===== config.mk =====
export PLATFORM = sky130hd
export DESIGN_NAME = mix_matrix_seq_flat
export DESIGN_NICKNAME = d
export VERILOG_FILES = /design/src/rtl/mix_matrix_seq_if.sv /design/src/rtl/mix_matrix_seq.sv /design/src/flat_wrapper.sv
export SDC_FILE = /design/constraint.sdc
export NUM_CORES = 1
export LEC_CHECK = 0
export ABC_AREA = 1
export CAP_MARGIN = 40
export CORE_ASPECT_RATIO = 1.5
export CORE_MARGIN = 3
export CORE_UTILIZATION = 52
export DETAILED_ROUTE_END_ITERATION = 16
export GPL_ROUTABILITY_DRIVEN = 1
export PLACE_DENSITY = 0.81
export REMOVE_ABC_BUFFERS = 1
export SYNTH_ARGS = -nofsm -noshare
export SYNTH_HDL_FRONTEND = slang
export SYNTH_SLANG_ARGS = --single-unit

===== constraint.sdc =====
create_clock -name Clk_CI -period 2.45 [get_ports Clk_CI]
set_clock_uncertainty 0.05 [all_clocks]
set_input_delay 0.3675 -clock Clk_CI [delete_from_list [all_inputs] [get_ports Clk_CI]]
set_output_delay 0.3675 -clock Clk_CI [all_outputs]
set_load 0.05 [all_outputs]

===== src/rtl/mix_matrix_seq_if.sv =====
// Handshake bundle for mix_matrix_seq: input state, MixColumns result, flush and busy.
// The master side drives state and control; the slave side is the MixColumns engine.
interface mix_matrix_seq_if;
   logic [3:0][31:0] In_DI;
   logic             InValid_SI;
   logic             InReady_SO;
   logic [3:0][31:0] Out_DO;
   logic             OutValid_SO;
   logic             OutReady_SI;
   logic             Flush_SI;
   logic             Busy_SO;

   modport master (
      output In_DI, InValid_SI, OutReady_SI, Flush_SI,
      input  InReady_SO, Out_DO, OutValid_SO, Busy_SO
   );

   modport slave (
      input  In_DI, InValid_SI, OutReady_SI, Flush_SI,
      output InReady_SO, Out_DO, OutValid_SO, Busy_SO
   );
endinterface


===== src/rtl/mix_matrix_seq.sv =====
// Column-serial AES MixColumns engine: COLS_PER_CYCLE shared mixColumn lanes sweep the four columns.
// Optional macro MIX_MATRIX_SEQ_BACK2BACK_EN lets DONE hand over straight to the next accepted state.
module mix_matrix_seq #(
   parameter int COLS_PER_CYCLE = 1
) (
   input  logic            Clk_CI,
   input  logic            Reset_RBI,
   mix_matrix_seq_if.slave bus
);

   typedef logic [3:0][31:0] matrix_t;

   typedef enum logic [1:0] {
      S_IDLE = 2'd0,
      S_BUSY = 2'd1,
      S_DONE = 2'd2
   } state_e;

   localparam logic [1:0] COL_STEP     = 2'(COLS_PER_CYCLE);
   localparam logic [1:0] LAST_COL_CNT = 2'(4 - COLS_PER_CYCLE);

   generate
      if (COLS_PER_CYCLE != 1 && COLS_PER_CYCLE != 2 && COLS_PER_CYCLE != 4) begin : g_bad_cols
         $error("mix_matrix_seq: COLS_PER_CYCLE must be 1, 2 or 4");
      end
   endgenerate

   function automatic logic [7:0] xtime(input logic [7:0] b);
      return {b[6:0], 1'b0} ^ (b[7] ? 8'h1b : 8'h00);
   endfunction

   // Byte 0 of a column sits in bits [31:24].
   function automatic logic [31:0] mix_column(input logic [31:0] c);
      logic [7:0] b0, b1, b2, b3;
      b0 = c[31:24];
      b1 = c[23:16];
      b2 = c[15:8];
      b3 = c[7:0];
      return {xtime(b0) ^ xtime(b1) ^ b1 ^ b2 ^ b3,
              b0 ^ xtime(b1) ^ xtime(b2) ^ b2 ^ b3,
              b0 ^ b1 ^ xtime(b2) ^ xtime(b3) ^ b3,
              xtime(b0) ^ b0 ^ b1 ^ b2 ^ xtime(b3)};
   endfunction

   state_e      r_state;
   state_e      w_state_nxt;
   logic [1:0]  r_col_cnt;
   matrix_t     r_state_reg;
   matrix_t     r_out_reg;
   logic        w_in_ready;
   logic        w_accept;
   logic        w_last;
   logic [31:0] w_lane_out [COLS_PER_CYCLE];

   for (genvar i = 0; i < COLS_PER_CYCLE; i++) begin : g_lane
      localparam logic [1:0] LANE = 2'(i);
      logic [1:0] w_col_idx;
      assign w_col_idx     = r_col_cnt + LANE;
      assign w_lane_out[i] = mix_column(r_state_reg[w_col_idx]);
   end

   assign w_last   = (r_col_cnt == LAST_COL_CNT);
   assign w_accept = bus.InValid_SI && w_in_ready && !bus.Flush_SI;

   // NOTE: every signal assigned in this block gets a default first, so no path leaves it unassigned and no latch is inferred.
   always_comb begin
      w_state_nxt = r_state;
      w_in_ready  = 1'b0;
      case (r_state)
         S_IDLE: begin
            w_in_ready = 1'b1;
            if (w_accept) w_state_nxt = S_BUSY;
         end
         S_BUSY: begin
            if (w_last) w_state_nxt = S_DONE;
         end
         S_DONE: begin
`ifdef MIX_MATRIX_SEQ_BACK2BACK_EN
            w_in_ready = bus.OutReady_SI;
            if (bus.OutReady_SI) w_state_nxt = w_accept ? S_BUSY : S_IDLE;
`else
            if (bus.OutReady_SI) w_state_nxt = S_IDLE;
`endif
         end
         default: w_state_nxt = S_IDLE;
      endcase
      if (bus.Flush_SI) w_state_nxt = S_IDLE;
   end

   // NOTE: sequential state uses non-blocking assignments so every flop samples pre-edge values regardless of process order.
   always_ff @(posedge Clk_CI or negedge Reset_RBI) begin
      if (!Reset_RBI) r_state <= S_IDLE;
      else            r_state <= w_state_nxt;
   end

   // NOTE: the wide state/output registers are reset on purpose, because Out_DO has a defined reset value of zero.
   always_ff @(posedge Clk_CI or negedge Reset_RBI) begin
      if (!Reset_RBI) begin
         r_state_reg <= '0;
         r_out_reg   <= '0;
         r_col_cnt   <= '0;
      end else begin
         if (w_accept) r_state_reg <= bus.In_DI;

         if (bus.Flush_SI || w_accept) r_col_cnt <= '0;
         else if (r_state == S_BUSY)   r_col_cnt <= w_last ? 2'd0 : r_col_cnt + COL_STEP;

         if (r_state == S_BUSY && !bus.Flush_SI) begin
            for (int k = 0; k < COLS_PER_CYCLE; k++) begin
               r_out_reg[r_col_cnt + 2'(k)] <= w_lane_out[k];
            end
         end
      end
   end

   assign bus.InReady_SO  = w_in_ready;
   assign bus.Out_DO      = r_out_reg;
   assign bus.OutValid_SO = (r_state == S_DONE);
   assign bus.Busy_SO     = (r_state == S_BUSY);

endmodule


===== src/flat_wrapper.sv =====
// flat-port wrapper written by rule: the top's interface ports become plain ports
module mix_matrix_seq_flat 
#(
   parameter int COLS_PER_CYCLE = 1
)
  (Clk_CI, Reset_RBI, bus_In_DI, bus_InValid_SI, bus_OutReady_SI, bus_Flush_SI, bus_InReady_SO, bus_Out_DO, bus_OutValid_SO, bus_Busy_SO);
  mix_matrix_seq_if bus_i ();
  input  logic Clk_CI;
  input  logic Reset_RBI;
  input wire logic [$bits(bus_i.In_DI)-1:0] bus_In_DI;
  input wire logic [$bits(bus_i.InValid_SI)-1:0] bus_InValid_SI;
  input wire logic [$bits(bus_i.OutReady_SI)-1:0] bus_OutReady_SI;
  input wire logic [$bits(bus_i.Flush_SI)-1:0] bus_Flush_SI;
  output wire logic [$bits(bus_i.InReady_SO)-1:0] bus_InReady_SO;
  output wire logic [$bits(bus_i.Out_DO)-1:0] bus_Out_DO;
  output wire logic [$bits(bus_i.OutValid_SO)-1:0] bus_OutValid_SO;
  output wire logic [$bits(bus_i.Busy_SO)-1:0] bus_Busy_SO;
  assign bus_i.In_DI = bus_In_DI;
  assign bus_i.InValid_SI = bus_InValid_SI;
  assign bus_i.OutReady_SI = bus_OutReady_SI;
  assign bus_i.Flush_SI = bus_Flush_SI;
  assign bus_InReady_SO = bus_i.InReady_SO;
  assign bus_Out_DO = bus_i.Out_DO;
  assign bus_OutValid_SO = bus_i.OutValid_SO;
  assign bus_Busy_SO = bus_i.Busy_SO;
  mix_matrix_seq #(.COLS_PER_CYCLE(COLS_PER_CYCLE)) u_core (.Clk_CI(Clk_CI), .Reset_RBI(Reset_RBI), .bus(bus_i));
endmodule

==> impl_metrics.json, run 1 <==
{
  "crit_path_top_delay_cell": "clkdlybuf4s50_1",
  "syn_to_final_growth_pct": 29.9,
  "finalMaxSlewViolations": 0,
  "fin_tns_setup_ns": 0,
  "cts_setup_buffers": 0,
  "path_max_fanout": 4,
  "place.gp.congestion": 0.936,
  "crit_path_cell_trace": "nor2_1 > clkdlybuf4s50_1",
  "cp-start-kind": "flip-flop",
  "ir_worst_vdd_mv": 0.686,
  "wl_um": 37500,
  "syn_area_sq_mm": 0.0131,
  "internal_power_uw": 10400,
  "first_iter_violations": 867,
  "grt_max_degree": 65,
  "setup_viol": 0,
  "synth_cell_types": 28,
  "clkPwrFrac_pct": 22.2,
  "post_drt_wl_per_cell_um": 16.9,
  "worstPathRequired_ns": 2.03,
  "drive_gt1_share_pct": 12.2,
  "die_x_um": 136,
  "track_usage_pct": 27.6,
  "period_share_pct": 92.8,
  "cp_top_family": "buffers and inverters",
  "grt_overflow": 0,
  "port-buffer-count": 263,
  "rsz0062_at_grt": "false",
  "combPwrFrac_pct": 44.6,
  "viasPerCell": 5.38,
  "grt_pass1_vias": 11900,
  "clockRootBuffer": "clkbuf_16",
  "drc": 0,
  "synth-seq-cells": 260,
  "design_area_sq_mm": 0.0170,
  "multi_input_comb_area_sq_mm": 0.00603,
  "cts_buffers": 25,
  "die_h_um": 201,
  "drtAntennaViolNets": 0,
  "critPathKind": "flip-flop to output pin",
  "clk_pin_slew_ns": 0.06,
  "cts_tree": "done",
  "worstMarginPinSlew_ns": 0.628,
  "slew_headroom_pct": 58.0,
  "post-route-min-period_ns": 2.27,
  "worst_skew_pair.late_latency_ns": 0.53,
  "syn_inst": 1622,
  "p_per_area_mw_per_mm2": 1060,
  "max_cap_viol_count": 0,
  "htree_levels": 1,
  "ys_seq_area_share_pct": 49.6,
  "placed_area_sq_mm": 0.0162,
  "finalHoldViolCount": 0,
  "grt_pass1_wl_um": 61000,
  "start_util_pct": 53.3,
  "seq_power_share_pct": 33.2,
  "num_rows": 70,
  "cpPeakStageDelay_ns": 0.80,
  "syn_area_per_cell_sq_um": 8.09,
  "final_net_count": 2015,
  "antenna_found_initial": 1,
  "p_switching_uw": 7670,
  "firstDrtPassIters": 5,
  "p_sw_share_pct": 42.3,
  "regArea_sq_mm": 0.00651,
  "path_buf_inv": 1,
  "place_hpwl_um": 27100,
  "p_leak_uw": 0.00868,
  "die_area_sq_mm": 0.0272,
  "cts_sinks": 260,
  "yosys_warnings": 0,
  "fmax_mhz": 440,
  "clock_path_buffers": 3,
  "largest_reg_flops": 130,
  "min-delay-path-class": "primary input to asynchronous set/reset pin",
  "status": "complete, no violations",
  "core_sq_mm": 0.0246,
  "vias": 11900,
  "fillers": 1889,
  "critPathCaptureType": "output pin",
  "crit_arrival_ns": 1.86,
  "ios": 264
}
## power groups by stage
stage,clock network (uW),logic (uW),registers [uW]
2_1_floorplan,0,3400,7990
3_3_place_gp,0,7890,6030
3_5_place_dp,0,8050,6060
4_1_cts,4070,8090,6000
5_1_grt,4260,8770,6110
6_report,4020,8090,6010
## placed cells by master (no fill, tap or decap)
cell             Yosys  layout
nand2_1            824     824
clkdlybuf4s50_1      0     260
dfrtp_1            260     258
nand3_1            193     192
mux2_2             112     112
inv_1               50      50
nand2_2             30      30
nor2_1              28      27
clkbuf_16            0      25
buf_4                8      19
a21oi_1             18      18
buf_12               0      12
xnor2_1              8       8
inv_2                6       6
clkinv_2             1       5
o21ai_0              5       5
nand3b_1             4       4
ha_1                 4       4
clkbuf_1            15       4
bufinv_16            0       4
clkbuf_8             0       4
nand3_2              3       3
nand2_4              2       2
a21o_1               2       2
dlygate4sd2_1        0       2
dfrtp_2              0       2
diode_2              0       1
inv_8                1       1
xnor2_2              1       1
xor2_4               1       1
nand4_1              1       1
xor2_1               1       1
nand3_4              0       1
nor2_2               0       1
o41ai_1              1       1
inv_6                0       1
dlygate4sd3_1        0       1
buf_8                0       1
## timing repair
item,4_1_cts,5_1_grt
gates resized for setup,2,0
hold buffers,1,0
hold endpoints to repair,57,0
endpoints found under the setup margin,2,0
## cells by family (layout without fill, tap and decap cells)
| kind of cell | count (synthesis) | after routing | synth area share, % |
|---|---|---|---|
| mux | 112 | 112 | 9.61 |
| compound gates | 26 | 26 | 1.06 |
| simple gates | 1085 | 1085 | 33.8 |
| other cells | 0 | 1 | 0 |
| flops | 260 | 260 | 49.6 |
| fa+ha+maj | 4 | 4 | 0.381 |
| xor+xnor | 11 | 11 | 0.934 |
| buf+inv | 124 | 395 | 4.60 |
## area by class of cell
type,instances,area share [%]
repair buffers,295,17.8
clock inverters,9,0.874
inverters,58,1.33
diodes,1,0.0147
multi-input cells,1238,35.4
well taps,324,2.38
flip-flops and latches,260,38.2
clock buffers,33,4.08
## per-layer routing
metal | GRT usage (%) | vias up | part of all wire [%]
met3 | 3.03 | 97 | 6.0
met2 | 47.5 | 478 | 51
li1 | - | 5663 | -
met4 | 10.8 | 0 | 4.1
met1 | 35.6 | 5693 | 39
met5 | 0 | - | 0
## worst reg2reg max path, stage by stage (launching register included)
cell,delay (ns)
dfrtp_2,0.46
inv_8,0.24
buf_4,0.25
nand2_1,0.10
nand2_1,0.09
nand2_1,0.05
nand2_1,0.18
nand2_1,0.08
nand2_1,0.06
nand2_1,0.06
nand2_2,0.09
inv_2,0.04
nand2_1,0.05
nand2_1,0.14
nand2_1,0.10
nand2_1,0.05
## synthesized netlist by cell type (all sizes together)
cell	instances	area [sq um]
mux2	112	1260
a21o	2	15.0
nor2	28	105
o21ai	5	25.0
nand3	196	996
clkbuf	15	56.3
nand2	856	3300
o41ai	1	8.76
inv	57	221
nand3b	4	30.0
a21oi	18	90.1
ha	4	50.1
xnor2	9	86.3
nand4	1	6.26
xor2	2	36.3
clkinv	1	5.00
buf	51	322
dfrtp	260	6510
## worst paths after layout
kind / startpoint / endpoint / slack (ns) / cells after the start
setup reg to reg: u_core.r_col_cnt[0] / u_core.bus.Out_DO[92] / 0.27 / 15
min in group Clk_CI: bus_OutReady_SI / u_core.r_state[1] / 0.38 / 2
hold reg to reg: u_core.bus.Out_DO[42] / u_core.bus.Out_DO[42] / 0.43 / 2
setup / recovery: u_core.r_state[0] / bus_OutValid_SO / 0.18 / 2
max in group asynchronous: Reset_RBI / u_core.bus.Out_DO[44] / 1.30 / 3
hold / removal: Reset_RBI / u_core.r_state_reg[105] / 0.33 / 2
## through the flow
step	setup slack (ns)	hold WS (ns)	instances	total power, uW	util, %
after floorplan	-3.50	0.0219	1556	11400	-
after global placement	0.368	0.301	2174	13900	65.8
after detailed placement	0.327	0.305	2174	14100	65.8
after CTS	0.157	0.341	2217	18200	69.2
after global routing	0.0640	0.393	2218	19100	69.3
final	0.176	0.329	2218	18100	69.3
Power figures use the tool's default switching activity.
==> run 2, diff against run 1 <==
Settings changed: CORE_UTILIZATION 52 to 35, PLACE_DENSITY 0.81 to unset, SETUP_SLACK_MARGIN set to 0.4.
Clock period 2.45 ns to 2.8 ns, I/O delays scaled along.
==> run 2 against run 1 <==
Wire length is 8.0% higher. Final cell count is 7.2% higher. Clock-buffer cell count is 4 higher. Die area is 47% higher. Core utilization is 23 points lower. Worst hold slack better by 0.050 ns. Critical endpoint is now bus_Busy_SO. Clock power is 12% lower. Flip-flop and latch count stayed put. Combinational power is 12% lower. Register-to-register slack better by 0.33 ns. Critical path depth is 2 higher. First-iteration DRC count is 13% lower.
==> impl_metrics.json, run 2 (same netlist as run 1, synthesis figures left out) <==
{
  "place.gp.congestion": 0.847,
  "syn_to_final_growth_pct": 31.4,
  "final_common_cell": "nand2_1",
  "period_share_pct": 82.3,
  "layout_common_cells": "824 x nand2_1, 259 x clkdlybuf4s50_1, 258 x dfrtp_1",
  "drc": 0,
  "p_per_area_mw_per_mm2": 921,
  "grt_max_degree": 75,
  "core_sq_mm": 0.0369,
  "critPathKind": "flip-flop to output pin",
  "dp_slack_ns": 0.494,
  "htree_levels": 1,
  "cts_sinks": 260,
  "placed_area_sq_mm": 0.0163,
  "fillers": 3634,
  "fmax_mhz": 434,
  "design_area_sq_mm": 0.0172,
  "start_util_pct": 35.6,
  "drive_gt1_share_pct": 12.1,
  "die_h_um": 243,
  "viasPerCell": 4.86,
  "cp-start-kind": "flip-flop",
  "antenna_found_initial": 0,
  "place_hpwl_um": 29300,
  "crit_arrival_ns": 1.84,
  "worst_skew_pair.late_latency_ns": 0.55,
  "firstDrtPassIters": 5,
  "cts_setup_buffers": 0,
  "ios": 264,
  "clockRootBuffer": "clkbuf_16",
  "final_util_pct": 46.7,
  "port-buffer-count": 263,
  "die_area_sq_mm": 0.0399,
  "finalWorstSetupSlack_ns": 0.495,
  "cts_buffers": 26,
  "post_drt_wl_per_cell_um": 17.0,
  "ir_worst_vdd_mv": 0.623,
  "slew_headroom_pct": 60.0,
  "critPathLaunch": "u_core.r_state[1]",
  "r2r_start": "u_core.r_col_cnt[0]",
  "grt_pass1_vias": 11400,
  "track_usage_pct": 20.0,
  "grt_overflow": 0,
  "grt_pass1_wl_um": 63200,
  "min-delay-path-class": "primary input to asynchronous set/reset pin",
  "status": "complete, no violations",
  "vias": 11600,
  "finalMaxSlewViolations": 0,
  "final_net_count": 2012,
  "clk_pin_slew_ns": 0.07,
  "rsz0062_at_grt": "false",
  "setup_viol": 0,
  "cts_tree": "done",
  "power_uw": 15900,
  "worstPathRequired_ns": 2.33,
  "post-route-min-period_ns": 2.31,
  "clock_path_buffers": 3,
  "die_x_um": 164,
  "wl_um": 40500,
  "p_leak_uw": 0.00868,
  "path_max_fanout": 4,
  "num_rows": 86,
  "max_cap_viol_count": 0,
  "worstMarginPinSlew_ns": 0.600,
  "first_iter_violations": 752,
  "drtAntennaViolNets": 0,
  "largest_reg_flops": 130,
  "critPathCaptureType": "output pin",
  "finalHoldViolCount": 0,
  "insertedDiodeCount": 0
}
run 2: cell count changes in the layout (fill, tap and decap cells not counted), moves of 2 or more:
| cell | previous run | this run |
|---|---|---|
| buf_12 | 12 | 9 |
| clkinv_4 | 0 | 2 |
| clkbuf_16 | 25 | 28 |
| bufinv_16 | 4 | 2 |
| buf_4 | 19 | 16 |
| clkbuf_1 | 4 | 7 |
run 2: timing repair:
| item | in CTS | in global routing |
|---|---|---|
| setup endpoints to repair | 3 | 48 |
| gates resized for setup | 3 | 5 |
| hold endpoints to repair | 68 | 0 |
| hold buffers | 1 | 0 |
| cloned | 0 | 1 |
run 2: final cells by class:
class / instances / area, sq um / share of cell area, %
timing repair buffer: 291 / 3000 / 17.4
clock inverter: 10 / 108 / 0.624
inverter: 58 / 246 / 1.43
sequential: 260 / 6510 / 37.8
tap: 484 / 606 / 3.51
multi-input combinational: 1238 / 6030 / 35.0
clock buffer: 37 / 743 / 4.31
run 2: path summary, 6_finish.rpt:
kind                                          end  slack (ns)  cells after the start
max                                   bus_Busy_SO        0.49                      4
min reg2reg                 u_core.bus.Out_DO[60]        0.43                      2
min in group Clk_CI        u_core.r_state_reg[83]        0.40                      3
max in group asynchronous  u_core.bus.Out_DO[107]        1.52                      3
max reg2reg                u_core.bus.Out_DO[111]        0.60                     13
min                         u_core.bus.Out_DO[44]        0.38                      2
run 2: routing by layer:
layer / wire, um / global-route usage [%] / part of all wire [%] / vias up
met4: 1250 / 6.77 / 3.1 / 0
met5: 0 / 0 / 0 / -
met2: 20800 / 35.5 / 51 / 323
met3: 1960 / 1.96 / 4.8 / 69
li1: - / - / - / 5653
met1: 16500 / 25.2 / 41 / 5508
run 2: metrics by stage:
| step | std cells | hold slack, ns | setup TNS [ns] |
|---|---|---|---|
| 3_3_place_gp | 2329 | 0.391 | 0 |
| 3_5_place_dp | 2329 | 0.391 | 0 |
| 6_report | 2378 | 0.379 | 0 |
| 2_1_floorplan | 1556 | 0.0744 | -519.99 |
| 5_1_grt | 2378 | 0.397 | 0 |
| 4_1_cts | 2377 | 0.370 | 0 |
run 2: power breakdown:
group	total, uW	switching [uW]	internal (uW)
clock	3540	1510	2030
combinational	7080	4730	2350
sequential	5260	580	4680
run 2: worst max-delay path, cell delays in order (launching register included):
cell and delay (ns):
dfrtp_1 0.38, inv_1 0.09, nand2_1 0.12, inv_1 0.15, dlygate4sd2_1 0.54
